<file path="src/rtl/cpu_bus_pkg.sv">
// rtl/cpu_bus_pkg.sv - shared types for the core-to-memory bus bridge
package cpu_bus_pkg;

    typedef enum logic [1:0] {
        IDLE = 2'd0,
        BUSY = 2'd1,
        DONE = 2'd2
    } bus_state_e;

    typedef logic [15:0] addr_t;
    typedef logic [7:0]  data_t;

    // Low byte of the reset vector; the first access after reset
    localparam addr_t RESET_VEC_LO = 16'hFFFC;

endpackage

</file>
<file path="src/rtl/bus_timeout_ctr.sv">
// rtl/bus_timeout_ctr.sv - clearable cycle counter flagging TIMEOUT-1 elapsed cycles
module bus_timeout_ctr #(
    parameter int TIMEOUT = 64
) (
    input  logic clk,
    input  logic rst,
    input  logic clr,
    input  logic en,
    output logic expired
);

    localparam int CW = $clog2(TIMEOUT) + 1;
    localparam logic [CW-1:0] LAST = CW'(TIMEOUT - 1);

    logic [CW-1:0] count;

    // Count enabled cycles since the last clear; hold once the limit is reached
    always_ff @(posedge clk or negedge rst) begin
        if (!rst) begin
            count <= '0;
        end else if (clr) begin
            count <= '0;
        end else if (en && !expired) begin
            count <= count + CW'(1);
        end
    end

    assign expired = (count == LAST);

endmodule

</file>
<file path="src/rtl/cpu_mem_bridge.sv">
// rtl/cpu_mem_bridge.sv - synchronous-memory core port to req/ack bus with stall and timeout
module cpu_mem_bridge
    import cpu_bus_pkg::*;
#(
    parameter int         TIMEOUT      = 64,
    parameter logic [7:0] TIMEOUT_DATA = 8'hFF,
    parameter bit         POSTED_WR    = 1'b1
) (
    input  logic        clk,
    input  logic        rst,
    input  logic [15:0] cpu_ab,
    input  logic [7:0]  cpu_do,
    input  logic        cpu_we,
    output logic [7:0]  cpu_di,
    output logic        cpu_rdy,
    output logic        mem_req,
    output logic        mem_we,
    output logic [15:0] mem_addr,
    output logic [7:0]  mem_wdata,
    input  logic        mem_ack,
    input  logic [7:0]  mem_rdata,
    output logic        bus_err,
    output logic [15:0] err_addr
);

    bus_state_e state, state_nxt;
    logic       expired;
    logic       ack_seen;
    logic       timed_out;

    // Both outputs decode straight from the state register, so reset
    // drops the request and releases the core without waiting for a clock.
    assign cpu_rdy   = (state != BUSY);
    assign mem_req   = (state == BUSY);
    assign ack_seen  = mem_req && mem_ack;
    assign timed_out = mem_req && expired && !mem_ack;

    bus_timeout_ctr #(
        .TIMEOUT (TIMEOUT)
    ) u_timeout (
        .clk     (clk),
        .rst     (rst),
        .clr     (cpu_rdy),
        .en      (mem_req),
        .expired (expired)
    );

    // State register
    always_ff @(posedge clk or negedge rst) begin
        if (!rst) begin
            state <= IDLE;
        end else begin
            state <= state_nxt;
        end
    end

    // Next state: every ready cycle captures an access, BUSY ends on ack or timeout
    always_comb begin
        state_nxt = state;
        case (state)
            IDLE:    state_nxt = BUSY;
            BUSY:    if (ack_seen || timed_out) state_nxt = DONE;
            DONE:    state_nxt = BUSY;
            default: state_nxt = IDLE;
        endcase
    end

    // Latch the core's access on every ready edge; held for the whole request
    always_ff @(posedge clk or negedge rst) begin
        if (!rst) begin
            mem_addr  <= '0;
            mem_we    <= 1'b0;
            mem_wdata <= '0;
        end else if (cpu_rdy) begin
            mem_addr  <= addr_t'(cpu_ab);
            mem_we    <= cpu_we;
            mem_wdata <= data_t'(cpu_do);
        end
    end

    // Return data to the core; only completions change it, so it is stable while stalled
    always_ff @(posedge clk or negedge rst) begin
        if (!rst) begin
            cpu_di <= '0;
        end else if (ack_seen || timed_out) begin
            if (!mem_we) begin
                cpu_di <= ack_seen ? mem_rdata : TIMEOUT_DATA;
            end else if (!POSTED_WR) begin
                cpu_di <= mem_wdata;
            end
        end
    end

    // Sticky error flag; the address is kept from the first timeout only
    always_ff @(posedge clk or negedge rst) begin
        if (!rst) begin
            bus_err  <= 1'b0;
            err_addr <= '0;
        end else if (timed_out) begin
            bus_err <= 1'b1;
            if (!bus_err) begin
                err_addr <= mem_addr;
            end
        end
    end

endmodule
</file>
<file path="config.mk">
export PLATFORM = sky130hd
export DESIGN_NAME = cpu_mem_bridge
export DESIGN_NICKNAME = d
export VERILOG_FILES = /design/src/rtl/cpu_bus_pkg.sv /design/src/rtl/bus_timeout_ctr.sv /design/src/rtl/cpu_mem_bridge.sv
export SDC_FILE = /design/constraint.sdc
export NUM_CORES = 1
export LEC_CHECK = 0
export ABC_AREA = 1
export BUFFER_PORTS_ARGS = -buffer_cell sky130_fd_sc_hd__buf_4
export CAP_MARGIN = 30
export CORE_MARGIN = 5
export CORE_UTILIZATION = 49
export CTS_CLUSTER_SIZE = 28
export DETAILED_ROUTE_END_ITERATION = 10
export GPL_TIMING_DRIVEN = 0
export PLACE_DENSITY = 0.76
export REMOVE_ABC_BUFFERS = 1
export SLEW_MARGIN = 10
export SYNTH_ARGS = -nofsm -noshare
export SYNTH_HDL_FRONTEND = slang
export SYNTH_SLANG_ARGS = --single-unit
</file>
<file path="constraint.sdc">
create_clock -name clk -period 1.7 [get_ports clk]
set_clock_uncertainty 0.1 [all_clocks]
set_input_delay 0.34 -clock clk [delete_from_list [all_inputs] [get_ports clk]]
set_output_delay 0.34 -clock clk [all_outputs]
set_load 0.05 [all_outputs]
</file>
==> results.cfg, run 1 <==
[run_status]
status = finished with violations
violations = setup timing

[grt]
grt_pass1_wl_um = 10500
grt_pass1_vias = 2173
grt_use_total_pct = 21.5
grt_antenna_before_repair = 0
grt_max_degree = 60
overflow = 0

[clocking]
max-clock-path-buffers = 2
clk_pin_slew_worst_paths_ps = 60
htree_levels = 3
cts_buffers = 9
tritoncts = done
cts.sinks = 59
clkLatencyLatePin_ps = 330
root_buffer = clkbuf_8

[setup_path]
cp.arrival_ps = 1310
crit_path_end_kind = primary output
crit_path_top_delay_cell = dfrtp_2
cpMostUsedCell = buf_8
required_ps = 1260
ff2ff_setup_slack_ps = 80
critical_path_class = flip-flop to primary output
worstPathCellList = nor2_4 > buf_8 > buf_8
startpoint_type = flip-flop
critPathCapture = mem_req
critPathMaxStageDelay_ps = 430
rr_endpoint = cpu_di[6]
crit_path_max_fanout = 4
worstReg2RegStart = state[1]
cp-startpoint = state[1]
reg2regPathDepth = 7

[routing]
finalWirelength_um = 6720
ant_nets = 0
drcViolationCount = 0
vias_per_cell = 4.96
wl_per_cell_um = 14.8
drt-initial-drc-count = 125
firstDrtPassIters = 4
via_count = 2246

[power]
leakagePower_nw = 1.92
p_total_mw = 7.13
power.density_nw_per_um2 = 2000
max-vdd-ir-drop_v = 0.00129

[finish]
drive_above_1_share_pct = 36.5
num-fill-cells = 354
post-route-util_pct = 74.6
diodes = 0
finalNetCount = 419
area_delta_synth_final_pct = 46.3

[logic_synthesis]
synth_edf_count = 0
synth-xor-area-share_pct = 0
post-synth-top-area-cell = dfrtp_1
synth_top_family_by_area = simple AND/OR/NAND/NOR gates
synthCells = 271
synth_most_common_cell = nand2_1
seq_area_frac_synth_pct = 60.5
synth.area.top_cells = dfrtp_1 60%, nand2_1 20%, nand3_1 5.3%
synthArstFlopShare_pct = 100
yosys.area.top_type_share_pct = 60.5
synth-seq-cells = 59
muxShareOfSynthArea_pct = 0
synth_common_cells = 133 x nand2_1, 59 x dfrtp_1, 26 x nand3_1
synth_cell_types = 26
synth_area_um2 = 2440
synth_compound_area_share_pct = 2.97
synthAdderAreaFrac_pct = 0.513
synthFlopType = dfrtp_1
ys_warn_count = 0
postSynthAreaPerCell_um2 = 9.01
synth_simple_gate_area_share_pct = 32.2

[timing]
fmax_mhz = 571
period_share_pct = 103
min_period_ps = 1750
finalMaxSlewViolations = 0
finalHoldViolCount = 0
rsz0062_at_grt = yes
layout_setup_ws_ps = -52.5
setup_violations = 1
slew_headroom_pct = 50.9
tightest_slew_ps = 736

[floorplanning]
die_w_um = 80.6
row_count = 25
initial_utilization_pct = 51.0
die_h_um = 80.6
dieArea_um2 = 6490
core_area_um2 = 4790
num_io_pins = 88

[hold_path]
hold_path_startpoint = cpu_do[0]
hp-class = input port to flip-flop

[placement]
place_hpwl_um = 3840
portBuffers = 87
globalplace.congestion = 0.703
dp_slack_ps = -762

[run]
cap_violations = 0
stage by stage:
step	TNS [ps]	hold WS [ps]	std cells	cell area (um^2)
after global routing	-120	87.4	453	3570
after detailed placement	-20080	349	415	3120
after CTS	-18.7	89.3	444	3460
after global placement	-18770	348	415	3120
final	-52.5	102	453	3570
after floorplan	-11680	-55.6	261	2380
worst max-delay path: cells and delay by family (launching register included):
kind / cells / cell delay (ps)
DFF: 1 / 430
buffers and inverters: 2 / 300
and+or+nand+nor: 1 / 250
report_power, final:
group | internal [mW] | switching [mW] | total (mW)
Combinational | 1.22 | 2.57 | 3.79
Sequential | 1.86 | 0.333 | 2.19
Clock | 0.636 | 0.519 | 1.15
Total | 3.71 | 3.42 | 7.13
cell type report:
cell class | instances | area (um^2) | area share, %
clock buffer | 13 | 169 | 4.73
clock inverter | 2 | 10.0 | 0.280
inverter | 9 | 45.0 | 1.26
multi-input combinational | 195 | 942 | 26.4
sequential | 59 | 1480 | 41.4
tap | 67 | 83.8 | 2.35
timing repair buffer | 107 | 837 | 23.4
timing repair inverter | 1 | 6.26 | 0.175
routing by layer:
layer  vias up  track usage [%]  part of all wire (%)
met5         -                0                     0
met4         0             9.46                   1.8
met3        14             6.50                   7.5
met2        81             34.4                    49
met1      1067             26.7                    42
li1       1084                -                     -
state kept, by name (all words and copies together), names as in the netlist:
signal / cells
err_addr: 16
bus_err: 1
mem_we: 1
mem_wdata: 8
mem_addr: 16
u_timeout.count: 7
cpu_di: 8
state: 2
cell families after synthesis:
| group | after synthesis |
|---|---|
| simple gates | 179 |
| fa+ha+maj | 1 |
| compound gates | 13 |
| buf+inv | 19 |
| flops | 59 |
how the worst min path moves through the flow:
stage | slack [ps] | cells past startpoint | to
after floorplan | -60 | 0 | bus_err
after global placement | 350 | 1 | u_timeout.count[2]
after detailed placement | 350 | 1 | u_timeout.count[2]
after CTS | 90 | 3 | mem_wdata[0]
after global routing | 90 | 3 | mem_wdata[7]
final | 100 | 3 | mem_wdata[0]
placed cells by master, fill, tap and decap left out, types with 2 or more instances in the layout:
cell type  count
a21oi_1        3
a31oi_1        2
buf_4        102
buf_8          2
clkbuf_8      12
clkinv_2       2
dfrtp_1       58
inv_1          4
inv_2          2
nand2_1      130
nand2_2        3
nand3_1       26
nand4_4        2
nor2_1         2
nor2_4         5
o21ai_0        6
or2_0          2
or2_1          6
timing repair:
| item | 4_1_cts | 5_1_grt |
|---|---|---|
| endpoints found under the setup margin | 56 | 28 |
| pin swaps | 2 | 2 |
| gates cloned | 2 | 1 |
| hold buffers | 1 | 0 |
| buffers inserted | 11 | 8 |
| endpoints found under the hold margin | 36 | 0 |
| resized for setup | 14 | 7 |
Power figures use the tool's default switching activity.
==> run 2, diff against run 1 <==
--- a/config.mk
+++ b/config.mk
@@ -9,11 +9,12 @@
 export BUFFER_PORTS_ARGS = -buffer_cell sky130_fd_sc_hd__buf_4
 export CAP_MARGIN = 30
 export CORE_MARGIN = 5
-export CORE_UTILIZATION = 49
+export CORE_UTILIZATION = 46
+export CTS_BUF_LIST = sky130_fd_sc_hd__clkbuf_4
 export CTS_CLUSTER_SIZE = 28
 export DETAILED_ROUTE_END_ITERATION = 10
 export GPL_TIMING_DRIVEN = 0
-export PLACE_DENSITY = 0.76
+export PLACE_DENSITY = 0.75
 export REMOVE_ABC_BUFFERS = 1
 export SLEW_MARGIN = 10
 export SYNTH_ARGS = -nofsm -noshare
==> constraint.sdc (replaced) <==
create_clock -name clk -period 1.5 [get_ports clk]
set_clock_uncertainty 0.1 [all_clocks]
set_input_delay 0.3 -clock clk [delete_from_list [all_inputs] [get_ports clk]]
set_output_delay 0.3 -clock clk [all_outputs]
set_load 0.05 [all_outputs]
==> results.cfg, run 2 (same netlist as run 1, synthesis figures left out) <==
[timing]
slew_headroom_pct = 48.8
fmax_mhz = 557
finalHoldViolCount = 0
rsz0062_at_grt = yes
min_period_ps = 1800
finalMaxSlewViolations = 0
timing.hold.ws_ps = 13.2
layout_setup_ws_ps = -297
setup_violations = 35
fin_tns_setup_ps = -5800
period_share_pct = 120
tightest_slew_ps = 769

[routing]
route.met2.wl_um = 4090
via_count = 2526
wl_per_cell_um = 16.8
firstDrtPassIters = 4
m1WireLength_um = 3210
dr.max_layer_used = met4
finalWirelength_um = 8240
vias_per_cell = 5.16
ant_nets = 0
drcViolationCount = 0
drt-initial-drc-count = 183
wl_met3_um = 776

[grt]
grt_pass1_vias = 2509
grt_max_degree = 60
grt_antenna_before_repair = 0
grt_use_total_pct = 22.5
overflow = 0
grt_pass1_wl_um = 12400

[setup_path]
reg2regPathDepth = 10
critical_path_class = flip-flop to primary output
crit_path_max_fanout = 3
cpMostUsedCell = buf_8
required_ps = 1100
crit_path_end_kind = primary output
worstReg2RegStart = state[1]
ff2ff_setup_slack_ps = -230
rr_endpoint = cpu_di[6]
cp-startpoint = state[1]
cp.arrival_ps = 1400
worstPathCellList = nor2_4 > buf_6 > buf_8 > buf_8
crit_path_top_delay_cell = dfrtp_2
critPathMaxStageDelay_ps = 440
startpoint_type = flip-flop

[placement]
globalplace.congestion = 0.712
dp_slack_ps = -951
portBuffers = 87
dp.cells = 418
place_hpwl_um = 3950

[clocking]
htree_levels = 3
root_buffer = clkbuf_4
clkLatencyLatePin_ps = 400
clk_pin_slew_worst_paths_ps = 100
tritoncts = done
cts_buffers = 9
cts.sinks = 59
max-clock-path-buffers = 2

[power]
leakagePower_nw = 2.12
swShare_pct = 49.0
max-vdd-ir-drop_v = 0.00176
combPwrFrac_pct = 58.1
p_int_mw = 4.48
power_frac_clock_pct = 12.8
p_sw_mw = 4.31
p_seq_share_pct = 29.1
power.density_nw_per_um2 = 2120

[hold_path]
hold_end = mem_addr[8]
hold_depth = 3
hold_path_startpoint = cpu_ab[8]
hp-class = input port to flip-flop

[run]
cap_violations = 0

[finish]
finalNonFillerCells = 490
final_common_cell = nand2_1
drive_above_1_share_pct = 45.5
area_delta_synth_final_pct = 70.1
diodes = 0
reg_top3 = err_addr (16), mem_addr (16)
finalNetCount = 452
post-route-util_pct = 80.8
layout_common_cells = 116 x nand2_1, 97 x buf_4, 58 x dfrtp_1

[run_status]
status = finished with violations
violations = setup timing

[floorplanning]
num_io_pins = 88
initial_utilization_pct = 47.5
core_area_um2 = 5140
dieArea_um2 = 6860
die_h_um = 82.8
row_count = 26
die_w_um = 82.8
run 2: cell types whose count changed in the layout (fill, tap and decap cells not counted), sizes merged:
cell	change
clkinvlp	-1
bufinv	+1
clkinv	+3
dlygate4sd3	+23
buf	+9
clkbuf	-1
run 2: what timing repair did:
item / 4_1_cts / 5_1_grt
resized for setup: 40 / 48
hold buffers: 24 / 0
buffers inserted: 18 / 12
cloned: 3 / 2
pin swaps: 21 / 30
setup endpoints to repair: 61 / 33
endpoints found under the hold margin: 82 / 0
run 2: worst max path at each step:
stage	to	depth (start not counted)
3_5_place_dp	cpu_di[2]	6
4_1_cts	mem_req	4
2_1_floorplan	cpu_di[0]	6
5_1_grt	mem_req	5
3_3_place_gp	cpu_di[1]	6
6_report	mem_req	4
run 2: final cells by class:
class	instances	area (um^2)
clock buffers	12	90.1
clock inverters	4	41.3
fillers	342	987
inverters	9	61.3
multi-input cells	195	1140
flip-flops and latches	59	1480
well taps	70	87.6
repair buffers	139	1230
repair inverters	2	22.5
run 2: per-layer routing:
metal,track usage [%],vias up
li1,-,1153
met1,27.3,1232
met2,36.7,126
met3,8.81,15
met4,7.13,0
met5,0,-
run 2: power groups by stage:
stage	sequential (mW)	clock, mW	combinational [mW]
2_1_floorplan	4.00	0	0.949
3_3_place_gp	2.47	0	3.62
3_5_place_dp	2.48	0	3.68
4_1_cts	2.48	1.12	4.35
5_1_grt	2.62	1.20	5.37
6_report	2.56	1.13	5.11
run 2: per-stage QoR:
| stage | power [mW] | instance area, um^2 |
|---|---|---|
| after floorplan | 4.95 | 2380 |
| after global placement | 6.09 | 3120 |
| after detailed placement | 6.16 | 3120 |
| after CTS | 7.96 | 3880 |
| after global routing | 9.19 | 4150 |
| final | 8.79 | 4150 |
run 2: critical path: cells and delay by family (launching register included):
kind                   cells  cell delay [ps]
buffers and inverters      3              380
DFF                        1              440
and+or+nand+nor            1              170
==> run 3, diff against run 2 <==
--- a/config.mk
+++ b/config.mk
@@ -16,6 +16,7 @@
 export GPL_TIMING_DRIVEN = 0
 export PLACE_DENSITY = 0.75
 export REMOVE_ABC_BUFFERS = 1
+export SETUP_SLACK_MARGIN = 0.3
 export SLEW_MARGIN = 10
 export SYNTH_ARGS = -nofsm -noshare
 export SYNTH_HDL_FRONTEND = slang
==> results.cfg, run 3 (same netlist as run 1, synthesis figures left out) <==
[run_status]
status = finished with violations
violations = hold timing, setup timing

[power]
leakagePower_nw = 2.55
max-vdd-ir-drop_v = 0.00223
power.density_nw_per_um2 = 2290

[timing]
slew_headroom_pct = 62.9
tightest_slew_ps = 556
period_share_pct = 137
finalHoldViolCount = 1
rsz0062_at_grt = yes
timing.hold.ws_ps = -9.51
fmax_mhz = 487
fin_tns_setup_ps = -11010
finalMaxSlewViolations = 0
setup_violations = 42
min_period_ps = 2050
layout_setup_ws_ps = -552

[finish]
reg_top3 = err_addr (16), mem_addr (16)
layout_common_cells = 86 x buf_4, 82 x nand2_1, 65 x buf_6
drive_above_1_share_pct = 59.7
final_common_cell = buf_4
diodes = 0
finalNetCount = 504
area_delta_synth_final_pct = 106
fin_area_um2 = 5030

[clocking]
clk_pin_slew_worst_paths_ps = 120
cts_buffers = 9
htree_levels = 3
max-clock-path-buffers = 2
clkLatencyLatePin_ps = 430
cts.sinks = 59
root_buffer = clkbuf_4
tritoncts = done

[floorplanning]
num_io_pins = 88
initial_utilization_pct = 47.5
die_h_um = 82.8
dieArea_um2 = 6860
row_count = 26
core_area_um2 = 5140
die_w_um = 82.8

[routing]
via_count = 3410
ant_nets = 0
finalWirelength_um = 15500
wl_per_cell_um = 28.6
drt-initial-drc-count = 393
drcViolationCount = 0
firstDrtPassIters = 7
vias_per_cell = 6.29

[grt]
grt_antenna_before_repair = 0
overflow = 0
grt_pass1_wl_um = 15100
grt_use_total_pct = 27.6
grt_max_degree = 60
grt_pass1_vias = 2927

[placement]
placed_area_um2 = 3120
globalplace.congestion = 0.712
portBuffers = 87
place_hpwl_um = 3950

[run]
cap_violations = 0

[setup_path]
crit_path_max_fanout = 8
startpoint_type = flip-flop
critical_path_class = flip-flop to flip-flop
required_ps = 1700
cp.arrival_ps = 2250
crit_path_end_kind = flip-flop

[hold_path]
hp-class = input port to flip-flop
run 3: cell count changes in the layout (fill, tap and decap cells not counted), sizes merged:
| cell | before | now |
|---|---|---|
| buf | 115 | 167 |
| clkinv | 6 | 7 |
| dlygate4sd3 | 24 | 23 |
| clkinvlp | 0 | 1 |
| nand2 | 134 | 135 |
| inv | 8 | 6 |
run 3: final timing paths:
| check | cells past startpoint | slack [ps] | to | startpoint |
|---|---|---|---|---|
| max | 5 | -550 | err_addr[9] | u_timeout.count[4] |
| min | 3 | -10 | mem_addr[8] | cpu_ab[8] |
| max reg2reg | 5 | -550 | err_addr[9] | u_timeout.count[4] |
| min reg2reg | 1 | 410 | state[0] | state[0] |
| max in group asynchronous | 2 | 590 | mem_addr[2] | rst |
| min in group asynchronous | 2 | 310 | mem_addr[5] | rst |
run 3: through the flow:
step / worst slack [ps] / std cells / hold WS (ps) / total power, mW / util [%]
2_1_floorplan: -607 / 261 / -95.6 / 4.95 / -
3_3_place_gp: -925 / 418 / 315 / 6.09 / 60.7
3_5_place_dp: -951 / 418 / 317 / 6.16 / 60.7
4_1_cts: -240 / 505 / 1.20 / 8.96 / 84.5
5_1_grt: -461 / 542 / -9.52 / 11.7 / 97.8
6_report: -552 / 542 / -9.51 / 11.5 / 97.8
run 3: timing repair:
action	in CTS	in global routing
gates resized for setup	117	100
buffers inserted	45	34
gates cloned	3	3
setup endpoints to repair	111	164
endpoints found under the hold margin	81	0
pin swaps	30	45
hold buffers	23	0
run 3: final cells by class:
| class | count | area, um^2 |
|---|---|---|
| timing repair buffer | 190 | 1910 |
| sequential | 59 | 1480 |
| multi-input combinational | 196 | 1330 |
| fill | 69 | 113 |
| clock buffer | 12 | 90.1 |
| tap | 70 | 87.6 |
| inverter | 9 | 65.1 |
| clock inverter | 4 | 41.3 |
| timing repair inverter | 2 | 32.5 |
run 3: worst max-delay path, stage by stage (launching register included):
cell     delay [ps]
dfrtp_1         530
nand3_1         270
nor2_4          280
nand4_2         350
nand2_1         250
nand2_1         140
run 3: where the power goes:
part | switching [mW] | internal (mW)
clock network | 0.677 | 0.551
logic | 4.51 | 3.13
registers | 0.530 | 2.10
total | 5.72 | 5.78
run 3: layer usage:
| layer | up-vias | global-route usage [%] | part of all wire [%] |
|---|---|---|---|
| met2 | 422 | 48.0 | 45 |
| met3 | 178 | 8.61 | 12 |
| met4 | 0 | 11.1 | 13 |
| met5 | - | 0 | 0 |
| li1 | 1258 | - | - |
| met1 | 1552 | 31.5 | 30 |
